--- src/rtl/mp3dec_pkg.sv ---
// Shared encodings for the MP3 decoder stream controller: FSM states,
// register indices and bit positions within CTRL and INT_STAT.
package mp3dec_pkg;

  typedef enum logic [2:0] {
    ST_IDLE       = 3'd0,
    ST_RST_ASSERT = 3'd1,
    ST_RST_WAIT   = 3'd2,
    ST_READY      = 3'd3,
    ST_RUN        = 3'd4
  } state_t;

  localparam logic [2:0] REG_CTRL     = 3'd0;
  localparam logic [2:0] REG_STATUS   = 3'd1;
  localparam logic [2:0] REG_THRESH   = 3'd2;
  localparam logic [2:0] REG_INT_STAT = 3'd3;
  localparam logic [2:0] REG_INT_EN   = 3'd4;

  localparam int CTRL_START = 0;
  localparam int CTRL_STOP  = 1;
  localparam int CTRL_SRST  = 2;

  localparam int INT_W           = 4;
  localparam int INT_IFIFO_LOW   = 0;
  localparam int INT_OFIFO_HIGH  = 1;
  localparam int INT_RST_DONE    = 2;
  localparam int INT_RST_TIMEOUT = 3;

endpackage

--- src/rtl/mp3dec_wm_irq.sv ---
// FIFO watermark requests, their rising-edge interrupts, and the
// INT_STAT / INT_EN / irq registers.
module mp3dec_wm_irq
  import mp3dec_pkg::*;
#(
  parameter int CNT_W = 10
) (
  input  logic             HCLK,
  input  logic             HRESETn,
  input  logic             run,
  input  logic [CNT_W-1:0] ififo_cnt,
  input  logic [CNT_W-1:0] ofifo_cnt,
  input  logic [CNT_W-1:0] ififo_th,
  input  logic [CNT_W-1:0] ofifo_th,
  input  logic             rst_done_set,
  input  logic             rst_to_set,
  input  logic [INT_W-1:0] int_clr,
  input  logic             int_en_we,
  input  logic [INT_W-1:0] int_en_wdata,
  output logic [INT_W-1:0] int_stat,
  output logic [INT_W-1:0] int_en,
  output logic             ififo_req,
  output logic             ofifo_req,
  output logic             irq
);

  logic             ififo_hit, ofifo_hit;
  logic [INT_W-1:0] int_set;

  always_comb begin
    ififo_hit = run && (ififo_cnt <= ififo_th);
    ofifo_hit = run && (ofifo_cnt >= ofifo_th);
    // Request edges are taken against the registered request, so the
    // interrupt bit updates on the same edge the request rises.
    int_set                  = '0;
    int_set[INT_IFIFO_LOW]   = ififo_hit & ~ififo_req;
    int_set[INT_OFIFO_HIGH]  = ofifo_hit & ~ofifo_req;
    int_set[INT_RST_DONE]    = rst_done_set;
    int_set[INT_RST_TIMEOUT] = rst_to_set;
  end

  always_ff @(posedge HCLK or negedge HRESETn) begin
    if (!HRESETn) begin
      ififo_req <= 1'b0;
      ofifo_req <= 1'b0;
      int_stat  <= '0;
      int_en    <= '0;
      irq       <= 1'b0;
    end else begin
      ififo_req <= ififo_hit;
      ofifo_req <= ofifo_hit;
      // Hardware set wins over a simultaneous W1C.
      int_stat  <= (int_stat & ~int_clr) | int_set;
      if (int_en_we) int_en <= int_en_wdata;
      irq       <= |(int_stat & int_en);
    end
  end

endmodule

--- src/rtl/mp3dec_stream_ctrl.sv ---
// Decoder reset/enable sequencer with a single-cycle register port;
// watermark and interrupt logic lives in mp3dec_wm_irq.
module mp3dec_stream_ctrl
  import mp3dec_pkg::*;
#(
  parameter int CNT_W       = 10,
  parameter int RST_CYCLES  = 16,
  parameter int RST_TIMEOUT = 1023
) (
  input  logic             HCLK,
  input  logic             HRESETn,
  input  logic             reg_sel,
  input  logic             reg_wr,
  input  logic [2:0]       reg_addr,
  input  logic [31:0]      reg_wdata,
  output logic [31:0]      reg_rdata,
  input  logic [CNT_W-1:0] ififo_cnt,
  input  logic [CNT_W-1:0] ofifo_cnt,
  input  logic             ififo_rst_busy,
  input  logic             ofifo_rst_busy,
  output logic             dec_rst,
  output logic             dec_en,
  output logic             ififo_req,
  output logic             ofifo_req,
  output logic             irq
);

  localparam int CNT_MAX = (RST_TIMEOUT > RST_CYCLES) ? RST_TIMEOUT : RST_CYCLES;
  localparam int CTR_W   = $clog2(CNT_MAX + 1);

  state_t             state_q, state_d;
  logic [CTR_W-1:0]   cnt_q, cnt_d;
  logic               pend_q, pend_d;
  logic               done_set, to_set;
  logic [CNT_W-1:0]   ififo_th, ofifo_th;
  logic [INT_W-1:0]   int_stat, int_en, int_clr;
  logic [31:0]        rd_mux;
  logic               wr_ctrl, wr_thresh, wr_int_stat, wr_int_en;
  logic               start, stop, srst;
  logic               unused_wdata;

  assign unused_wdata = ^reg_wdata;

  always_comb begin
    wr_ctrl     = reg_sel && reg_wr && (reg_addr == REG_CTRL);
    wr_thresh   = reg_sel && reg_wr && (reg_addr == REG_THRESH);
    wr_int_stat = reg_sel && reg_wr && (reg_addr == REG_INT_STAT);
    wr_int_en   = reg_sel && reg_wr && (reg_addr == REG_INT_EN);
    start       = wr_ctrl && reg_wdata[CTRL_START];
    stop        = wr_ctrl && reg_wdata[CTRL_STOP];
    srst        = wr_ctrl && reg_wdata[CTRL_SRST];
    int_clr     = wr_int_stat ? reg_wdata[INT_W-1:0] : '0;
  end

  always_comb begin
    state_d  = state_q;
    cnt_d    = cnt_q;
    pend_d   = pend_q;
    done_set = 1'b0;
    to_set   = 1'b0;
    case (state_q)
      ST_IDLE: if (start) begin
        pend_d  = 1'b1;
        cnt_d   = '0;
        state_d = ST_RST_ASSERT;
      end
      ST_RST_ASSERT: begin
        if (cnt_q == CTR_W'(RST_CYCLES - 1)) begin
          cnt_d   = '0;
          state_d = ST_RST_WAIT;
        end else begin
          cnt_d = cnt_q + CTR_W'(1);
        end
      end
      ST_RST_WAIT: begin
        if (!ififo_rst_busy && !ofifo_rst_busy) begin
          done_set = 1'b1;
          pend_d   = 1'b0;
          state_d  = pend_q ? ST_RUN : ST_READY;
        end else if (cnt_q == CTR_W'(RST_TIMEOUT - 1)) begin
          to_set  = 1'b1;
          pend_d  = 1'b0;
          state_d = ST_IDLE;
        end else begin
          cnt_d = cnt_q + CTR_W'(1);
        end
      end
      ST_READY: if (start) state_d = ST_RUN;
      ST_RUN:   if (stop)  state_d = ST_READY;
      default:  state_d = ST_IDLE;
    endcase
    // Soft reset overrides everything, including a completing wait.
    if (srst) begin
      state_d  = ST_RST_ASSERT;
      cnt_d    = '0;
      pend_d   = 1'b0;
      done_set = 1'b0;
      to_set   = 1'b0;
    end
  end

  // dec_rst/dec_en are flopped from the next state so they leave glitch-free.
  always_ff @(posedge HCLK or negedge HRESETn) begin
    if (!HRESETn) begin
      state_q <= ST_IDLE;
      cnt_q   <= '0;
      pend_q  <= 1'b0;
      dec_rst <= 1'b1;
      dec_en  <= 1'b0;
    end else begin
      state_q <= state_d;
      cnt_q   <= cnt_d;
      pend_q  <= pend_d;
      dec_rst <= (state_d == ST_IDLE) || (state_d == ST_RST_ASSERT);
      dec_en  <= (state_d == ST_RUN);
    end
  end

  always_comb begin
    rd_mux = '0;
    case (reg_addr)
      REG_STATUS: begin
        rd_mux[2:0] = state_q;
        rd_mux[3]   = pend_q;
      end
      REG_THRESH: begin
        rd_mux[CNT_W-1:0]  = ififo_th;
        rd_mux[16+:CNT_W]  = ofifo_th;
      end
      REG_INT_STAT: rd_mux[INT_W-1:0] = int_stat;
      REG_INT_EN:   rd_mux[INT_W-1:0] = int_en;
      default:      rd_mux = '0;
    endcase
  end

  always_ff @(posedge HCLK or negedge HRESETn) begin
    if (!HRESETn) begin
      reg_rdata <= '0;
      ififo_th  <= '0;
      ofifo_th  <= '0;
    end else begin
      if (reg_sel && !reg_wr) reg_rdata <= rd_mux;
      if (wr_thresh) begin
        ififo_th <= reg_wdata[CNT_W-1:0];
        ofifo_th <= reg_wdata[16+:CNT_W];
      end
    end
  end

  mp3dec_wm_irq #(.CNT_W(CNT_W)) u_wm_irq (
    .HCLK         (HCLK),
    .HRESETn      (HRESETn),
    .run          (state_q == ST_RUN),
    .ififo_cnt    (ififo_cnt),
    .ofifo_cnt    (ofifo_cnt),
    .ififo_th     (ififo_th),
    .ofifo_th     (ofifo_th),
    .rst_done_set (done_set),
    .rst_to_set   (to_set),
    .int_clr      (int_clr),
    .int_en_we    (wr_int_en),
    .int_en_wdata (reg_wdata[INT_W-1:0]),
    .int_stat     (int_stat),
    .int_en       (int_en),
    .ififo_req    (ififo_req),
    .ofifo_req    (ofifo_req),
    .irq          (irq)
  );

endmodule

--- config.mk ---
export PLATFORM = sky130hd
export DESIGN_NAME = mp3dec_stream_ctrl
export DESIGN_NICKNAME = d
export VERILOG_FILES = /design/src/rtl/mp3dec_pkg.sv /design/src/rtl/mp3dec_wm_irq.sv /design/src/rtl/mp3dec_stream_ctrl.sv
export SDC_FILE = /design/constraint.sdc
export NUM_CORES = 1
export LEC_CHECK = 0
export BUFFER_PORTS_ARGS = -buffer_cell sky130_fd_sc_hd__buf_2
export CAP_MARGIN = 20
export CELL_PAD_IN_SITES_DETAIL_PLACEMENT = 0
export CELL_PAD_IN_SITES_GLOBAL_PLACEMENT = 1
export CORE_MARGIN = 2
export CORE_UTILIZATION = 40
export DETAILED_ROUTE_END_ITERATION = 16
export PLACE_DENSITY = 0.82
export RECOVER_POWER = 50
export SYNTH_ARGS = -nofsm -noshare
export SYNTH_HDL_FRONTEND = slang
export SYNTH_SLANG_ARGS = --single-unit
--- constraint.sdc ---
create_clock -name HCLK -period 2.2 [get_ports HCLK]
set_clock_uncertainty 0.1 [all_clocks]
set_input_delay 0.33 -clock HCLK [delete_from_list [all_inputs] [get_ports HCLK]]
set_output_delay 0.33 -clock HCLK [all_outputs]
set_load 0.01 [all_outputs]
==> run summary, run 1 <==
Floorplan
• 99.9 um — horizontal die dimension
• 8810 um^2 — Placeable Area
• 34 — FP Rows
• 98 — num ports
• 9970 um^2 — area of the die
• 99.9 um — Die Span Y
• 0.417 — effective utilization at floorplan

Drt
• 14.9 um — routed wire length per instance
• 2993 — vias after detailed routing
• 0 — DR DRC count
• 8.39 mm — Post-Route WL
• 4 — first-pass iteration count of the detailed router
• 179 — iteration-0 DRC count of the detailed router
• 0 — final antenna-violating net count
• 5.32 — Via density

Clock network
• 0 — post_cts resized
• 3 — H-Tree Depth
• 67 — clock net sink count
• 9 — number of buffers created by CTS
• 0.08 ns — Clk pin slew, worst setup/hold paths
• 0.35 ns — clock latency of the later-clocked register in the worst-skew pair
• clkbuf_8 — CTS Root Cell
• 2 — number of buffers on the longest clock path
• yes — TritonCTS clock tree

Timing
• 0 — Hold Vio Cnt, Final
• 0.279 — slew margin rel.
• 475 MHz — highest clock frequency the design can meet
• 0 ns — setup TNS
• 2.10 ns — final period demand of the worst path
• 0.0951 ns — smallest setup slack after layout
• 0.957 — crit share post-route
• 0 — Final Max Tran Viols
• 1.08 ns — Worst Tran Pin Value
• 0 — count of endpoints failing setup in the final report
• no — setup repair after global routing missed its margin

Final layout
• 0.268 — share of layout cells above drive strength 1
• 534 — final net count
• 0 — number of antenna cells inserted
• 20.1% — Area Overhead vs Synth

Synthesis
• 0.449 — fraction of post-synthesis cell area in the top cell type by area
• dfrtp_1 — library cell with the largest summed area after synthesis
• 10.0 um^2 — Synth Area per Inst
• 1.00 — Async SR Flop Fraction
• 0 — number of flops mapped to enable cells by yosys
• 67 — flip-flop and latch count after synthesis
• dfrtp_1 — Primary FF master, synth
• dfrtp_1 — most instantiated library cell after synthesis
• 0.456 — sequential element share of the synthesized area
• 0 — total of warnings raised by yosys
• 366 — Post-Syn Instances
• 3680 um^2 — Cell Area, Synth
• dfrtp_1 (45%), ha_1 (7.5%), o21ai_0 (4.2%), nand2_1 (4.0%), a22o_1 (3.8%) — top cells by area, synth
• dfrtp_1 (66), nand2_1 (39), o21ai_0 (31) — ranking of synthesized cells by instance count
• 57 — count of distinct cell types in the synthesized netlist

GRT
• 0 — number of antenna violations at the first check in global routing
• 0 — remaining global-route overflow
• 50 — pin count of the biggest net entering global routing
• 0.184 — Total Routing Usage GR
• 14.5 mm — global-route wire length before repair
• 2951 — vias in the first global route

Setup path
• or4_4 -> o41ai_4 -> a21oi_2 -> buf_12 -> nor2b_4 -> mux2_4 — series of cell instances along the critical path
• flip-flop — sort of element at the end of the critical path
• 0.56 ns — maximum cell stage delay along the critical path
• or4_4 — slowest library cell on the worst path
• 1 — buffer and inverter count on the worst path
• 0.1 ns — flop2flop setup slack
• 18 — Worst Path Max Fanout
• simple AND/OR/NAND/NOR gates — family with the most delay on the worst path
• 6 — length in cells of the worst reg-to-reg path
• flip-flop — crit start category
• cnt_q[1]$_DFFE_PN0P_ — endpoint of the lowest-slack register-to-register path
• 2.33 ns — required time reported for the critical path endpoint
• flip-flop to flip-flop — Crit Path Class
• 2.23 ns — signal arrival time at the worst endpoint
• cnt_q[4]$_DFFE_PN0P_ — Worst R2R Start

Run status
• completed — result of the run

Min path
• ofifo_th[4]$_DFFE_PN0P_ — Worst Hold Endpoint
• input pin to flip-flop — Min-Delay Path Class
• reg_wdata[20] — hold_sp
• 3 — Hold Crit Depth

Placement
• 73 — PortBufs
• 0.131 ns — dpl ws
• 0.802 — final weighted congestion of routability-driven global placement
• 6.23 mm — sum of net half-perimeters after detailed placement

Pwr
• 0.378 mV — Worst VDD drop
• 943 nW/um^2 — power density cells
• 2.19 nW — cell leakage power

Run
• 0 — # Max-Cap Violations

## cell type report
cell class	count	area, um^2
multi-input combinational	254	1750
fill	864	4390
clock buffer	9	124
timing repair buffer	94	539
tap	108	135
clock inverter	6	90.1
inverter	25	93.8
sequential	67	1680
## routing by layer
metal  up-vias  global-route usage  part of all wire  routed length [um]
li1       1471                   -                 -                   -
met4         0              0.0685             0.011                  96
met3         7              0.0355             0.054                 455
met1      1441               0.267              0.48                4050
met2        74               0.274              0.45                3780
met5         -                   0                 0                   0
## cells by family (layout without fill, tap and decap cells)
| kind of cell | Yosys count | in the layout | synth area share |
|---|---|---|---|
| other | 1 | 12 | 0.00102 |
| AOI/OAI and AO/OA | 103 | 103 | 0.199 |
| DFF | 67 | 67 | 0.456 |
| adders and majority gates | 22 | 22 | 0.0749 |
| buffers and inverters | 56 | 134 | 0.0759 |
| muxes | 12 | 12 | 0.0368 |
| and+or+nand+nor | 105 | 105 | 0.156 |
## report_power, final
part           leakage [nW]  total, mW  switching [mW]  internal [mW]
sequential            0.867       1.65           0.185           1.47
clock                 0.106       1.13           0.493          0.635
combinational          1.22       1.38           0.725          0.656
total                  2.19       4.16            1.40           2.76
## sequential cells by signal (all words and copies together) (netlist names)
register            cells
u_wm_irq.int_en         4
pend_q                  1
u_wm_irq.int_stat       4
state_q                 3
cnt_q                  10
ofifo_th               10
u_wm_irq.ififo_req      1
ififo_th               10
dec_rst                 1
u_wm_irq.irq            1
dec_en                  1
reg_rdata              20
u_wm_irq.ofifo_req      1
## through the flow
step	utilization	area, um^2	hold slack (ns)	cells	total power [mW]
3_5_place_dp	0.478	4210	0.205	547	3.06
6_report	0.501	4410	0.0863	563	4.16
3_3_place_gp	0.478	4210	0.199	547	3.01
5_1_grt	0.501	4410	0.0790	563	4.45
2_1_floorplan	-	3720	-0.0656	377	2.64
4_1_cts	0.503	4430	0.0698	563	4.21
## what timing repair did
| item | 4_1_cts | 5_1_grt |
|---|---|---|
| buffers inserted | 0 | 0 |
| hold endpoints to repair | 17 | 0 |
| hold buffers | 1 | 0 |
## tightest hold or removal path, stage by stage
cell,delay (ns)
buf_2,0.07
nand2_1,0.04
o21ai_0,0.06
## worst max-delay path by stage
stage / from / end / slack (ns) / depth (start not counted)
2_1_floorplan: state_q[0]$_DFF_PN0_ / cnt_q[1]$_DFFE_PN0P_ / 0.21 / 5
3_3_place_gp: cnt_q[4]$_DFFE_PN0P_ / cnt_q[1]$_DFFE_PN0P_ / 0.16 / 6
3_5_place_dp: cnt_q[4]$_DFFE_PN0P_ / cnt_q[1]$_DFFE_PN0P_ / 0.13 / 6
4_1_cts: cnt_q[4]$_DFFE_PN0P_ / cnt_q[1]$_DFFE_PN0P_ / 0.09 / 6
5_1_grt: cnt_q[4]$_DFFE_PN0P_ / cnt_q[1]$_DFFE_PN0P_ / 0.03 / 6
6_report: cnt_q[4]$_DFFE_PN0P_ / cnt_q[1]$_DFFE_PN0P_ / 0.1 / 6
## cells in the final DEF (no fill, tap or decap), drive strengths merged, types with 2 or more instances in the layout
cell type / instances
buf: 88
dfrtp: 66
nand2: 39
o21ai: 32
inv: 26
ha: 22
a31oi: 19
a22o: 16
nor2: 14
clkbuf: 14
conb: 12
a21oi: 9
mux2: 9
nand4: 8
nand2b: 8
nand3: 7
a21o: 5
nand3b: 5
nor2b: 5
a22oi: 4
and3: 3
o21a: 3
o211ai: 3
mux2i: 3
o41ai: 3
nor3: 3
and3b: 2
a211oi: 2
nor4: 2
bufinv: 2
nor3b: 2
clkinv: 2
Note: power is estimated with default switching activity, not from simulation.
==> run 2: changes to the inputs <==
Settings changed: ABC_AREA set to 1, CORE_UTILIZATION 40 to 39, GPL_ROUTABILITY_DRIVEN set to 0, PLACE_DENSITY 0.82 to 0.83.
==> run summary, run 2 <==
Pwr
• 0.295 — Clock Power Share
• 3.87 mW — overall power consumption
• 2.48 mW — internal power consumption
• 2.50 nW — cell leakage power
• 0.294 — combinational fraction of design power
• 0.412 — sequential group share of total power
• 0.384 mV — Worst VDD drop
• 0.360 — switching share of power
• 841 nW/um^2 — power density cells
• 1.39 mW — net switching component of the power

Run status
• completed — result of the run

Synthesis
• dfrtp_1 (43%), nand2_1 (11%), o21ai_0 (7.5%), ha_1 (7.1%), inv_1 (6.1%) — top cells by area, synth
• 0 — total of warnings raised by yosys
• dfrtp_1 — library cell with the largest summed area after synthesis
• 1.00 — Async SR Flop Fraction
• 7.75 um^2 — Synth Area per Inst
• 37 — count of distinct cell types in the synthesized netlist
• 501 — Post-Syn Instances
• 0 — number of flops mapped to enable cells by yosys
• dfrtp_1 — Primary FF master, synth
• nand2_1 — most instantiated library cell after synthesis
• nand2_1 (117), dfrtp_1 (66), inv_1 (63) — ranking of synthesized cells by instance count
• 0.432 — sequential element share of the synthesized area
• 3880 um^2 — Cell Area, Synth
• 67 — flip-flop and latch count after synthesis
• 0.425 — fraction of post-synthesis cell area in the top cell type by area

Drt
• 13.3 um — routed wire length per instance
• 0 — DR DRC count
• 0 — final antenna-violating net count
• 4.32 mm — post-route met1 wirelength
• 3498 — vias after detailed routing
• 152 — iteration-0 DRC count of the detailed router
• 7 — first-pass iteration count of the detailed router
• 4.60 mm — Detail Route met2 WL
• 494 um — amount of wire on met3 after detailed routing
• 4.87 — Via density
• 9.56 mm — Post-Route WL
• met4 — Highest Signal Layer

Setup path
• flip-flop — sort of element at the end of the critical path
• 2 — buffer and inverter count on the worst path
• simple AND/OR/NAND/NOR gates — family with the most delay on the worst path
• 14 — Worst Path Max Fanout
• 0.53 ns — maximum cell stage delay along the critical path
• 2.35 ns — required time reported for the critical path endpoint
• 10 — path length in cells of the critical path
• inv_1 -> ha_1 -> inv_1 -> nor2_1 -> nand3b_1 -> nand2_1 -> nand2_1 -> nand3_2 -> nand2_1 -> o21ai_2 — series of cell instances along the critical path
• 10 — length in cells of the worst reg-to-reg path
• 2.08 ns — signal arrival time at the worst endpoint
• flip-flop — crit start category
• flip-flop to flip-flop — Crit Path Class
• nand2_1 — most frequent cell on the critical path
• dfrtp_1 — slowest library cell on the worst path

Run
• 0 — # Max-Cap Violations

Placement
• 73 — PortBufs
• 7.28 mm — sum of net half-perimeters after detailed placement

Final layout
• 663 — final net count
• reg_rdata — register name with the most flops
• nand2_1 (117), buf_2 (71), dfrtp_1 (66) — most frequent cells in the layout
• 0.473 — Core Util, Final
• 0 — number of antenna cells inserted
• 20 — number of flip-flops under the largest register name
• 0.186 — share of layout cells above drive strength 1
• nand2_1 — commonest non-fill, non-tap cell in the layout
• 18.6% — Area Overhead vs Synth

Timing
• 1.93 ns — final period demand of the worst path
• 1.12 ns — Worst Tran Pin Value
• 0 ns — setup TNS
• 519 MHz — highest clock frequency the design can meet
• 0 — Hold Vio Cnt, Final
• 0 — count of endpoints failing setup in the final report
• 0.256 — slew margin rel.
• 0.106 ns — worst hold margin
• 0.877 — crit share post-route
• no — setup repair after global routing missed its margin
• 0 — Final Max Tran Viols

GRT
• 3261 — vias in the first global route
• 0.182 — Total Routing Usage GR
• 51 — pin count of the biggest net entering global routing
• 0 — number of antenna violations at the first check in global routing
• 0 — remaining global-route overflow
• 15.7 mm — global-route wire length before repair

Floorplan
• 36 — FP Rows
• 9730 um^2 — Placeable Area
• 0.399 — effective utilization at floorplan
• 104 um — horizontal die dimension
• 98 — num ports
• 104 um — Die Span Y
• 10800 um^2 — area of the die

Min path
• 2 — Hold Crit Depth
• input pin to flip-flop — Min-Delay Path Class

Clock network
• yes — TritonCTS clock tree
• 3 — H-Tree Depth
• 9 — number of buffers created by CTS
• 0.37 ns — clock latency of the later-clocked register in the worst-skew pair
• 0 — post_cts resized
• clkbuf_8 — CTS Root Cell
• 0.08 ns — Clk pin slew, worst setup/hold paths
• 67 — clock net sink count
• 2 — number of buffers on the longest clock path

[run 2: changes by cell type after synthesis, moves of 4 or more]
| cell | change |
|---|---|
| nor2b_1 | -4 |
| mux2_2 | -7 |
| o21ai_0 | +27 |
| a22oi_1 | -4 |
| a21o_1 | -4 |
| a22o_1 | -15 |
| nor2_1 | +29 |
| a21oi_1 | +20 |
| o22ai_1 | +6 |
| inv_1 | +38 |
| nand3_1 | +22 |
| a31oi_1 | -18 |
| nand2b_1 | -8 |
| nand2_1 | +78 |
[run 2: stage by stage]
step | cell area (um^2) | instances | setup WS [ns]
after floorplan | 3930 | 512 | 0.483
after global placement | 4380 | 701 | 0.252
after detailed placement | 4380 | 701 | 0.230
after CTS | 4610 | 718 | 0.276
after global routing | 4610 | 718 | 0.101
final | 4610 | 718 | 0.272
[run 2: layer usage]
layer,vias to the layer above,GRT usage
met5,-,0
met3,12,0.0516
met4,0,0.0627
li1,1777,-
met1,1614,0.231
met2,95,0.300
[run 2: kinds of logic (layout without fill, tap and decap cells)]
kind of cell | after synthesis | after routing | synth area share
AND/OR/NAND/NOR | 212 | 212 | 0.239
other | 1 | 12 | 0.000965
adder cells (fa/ha/maj) | 22 | 22 | 0.0709
multiplexers | 1 | 1 | 0.00290
AO/OA/AOI/OAI | 107 | 107 | 0.150
flip-flops | 67 | 67 | 0.432
XOR/XNOR | 1 | 1 | 0.00225
buffers and inverters | 90 | 163 | 0.102
[run 2: what timing repair did]
item / in CTS / in global routing
endpoints found under the hold margin: 16 / 0
hold buffers: 1 / 0
setup buffers: 0 / 0
[run 2: final timing paths]
kind,from,end,slack (ns)
setup / recovery,cnt_q[0]$_DFFE_PN0P_,cnt_q[4]$_DFFE_PN0P_,0.27
hold / removal,reg_wdata[16],ofifo_th[0]$_DFFE_PN0P_,0.11
hold reg to reg,u_wm_irq.int_en[3]$_DFFE_PN0P_,u_wm_irq.int_en[3]$_DFFE_PN0P_,0.39
setup reg to reg,cnt_q[0]$_DFFE_PN0P_,cnt_q[4]$_DFFE_PN0P_,0.27
min in group asynchronous,HRESETn,cnt_q[0]$_DFFE_PN0P_,0.60
max in group asynchronous,HRESETn,reg_rdata[21]$_DFFE_PN0P_,0.58
[run 2: power groups by stage]
| stage | Clock (mW) | Combinational, mW | Sequential, mW |
|---|---|---|---|
| 4_1_cts | 1.17 | 1.15 | 1.60 |
| 5_1_grt | 1.22 | 1.32 | 1.63 |
| 3_5_place_dp | 0 | 1.15 | 1.62 |
| 2_1_floorplan | 0 | 0.816 | 1.60 |
| 3_3_place_gp | 0 | 1.12 | 1.61 |
| 6_report | 1.14 | 1.14 | 1.60 |
[run 2: area by class of cell]
| class | instances | area (um^2) |
|---|---|---|
| fill | 1008 | 5120 |
| multi-input combinational | 355 | 1850 |
| sequential | 67 | 1680 |
| timing repair buffer | 83 | 449 |
| inverter | 64 | 241 |
| tap | 133 | 166 |
| clock buffer | 10 | 128 |
| clock inverter | 6 | 90.1 |
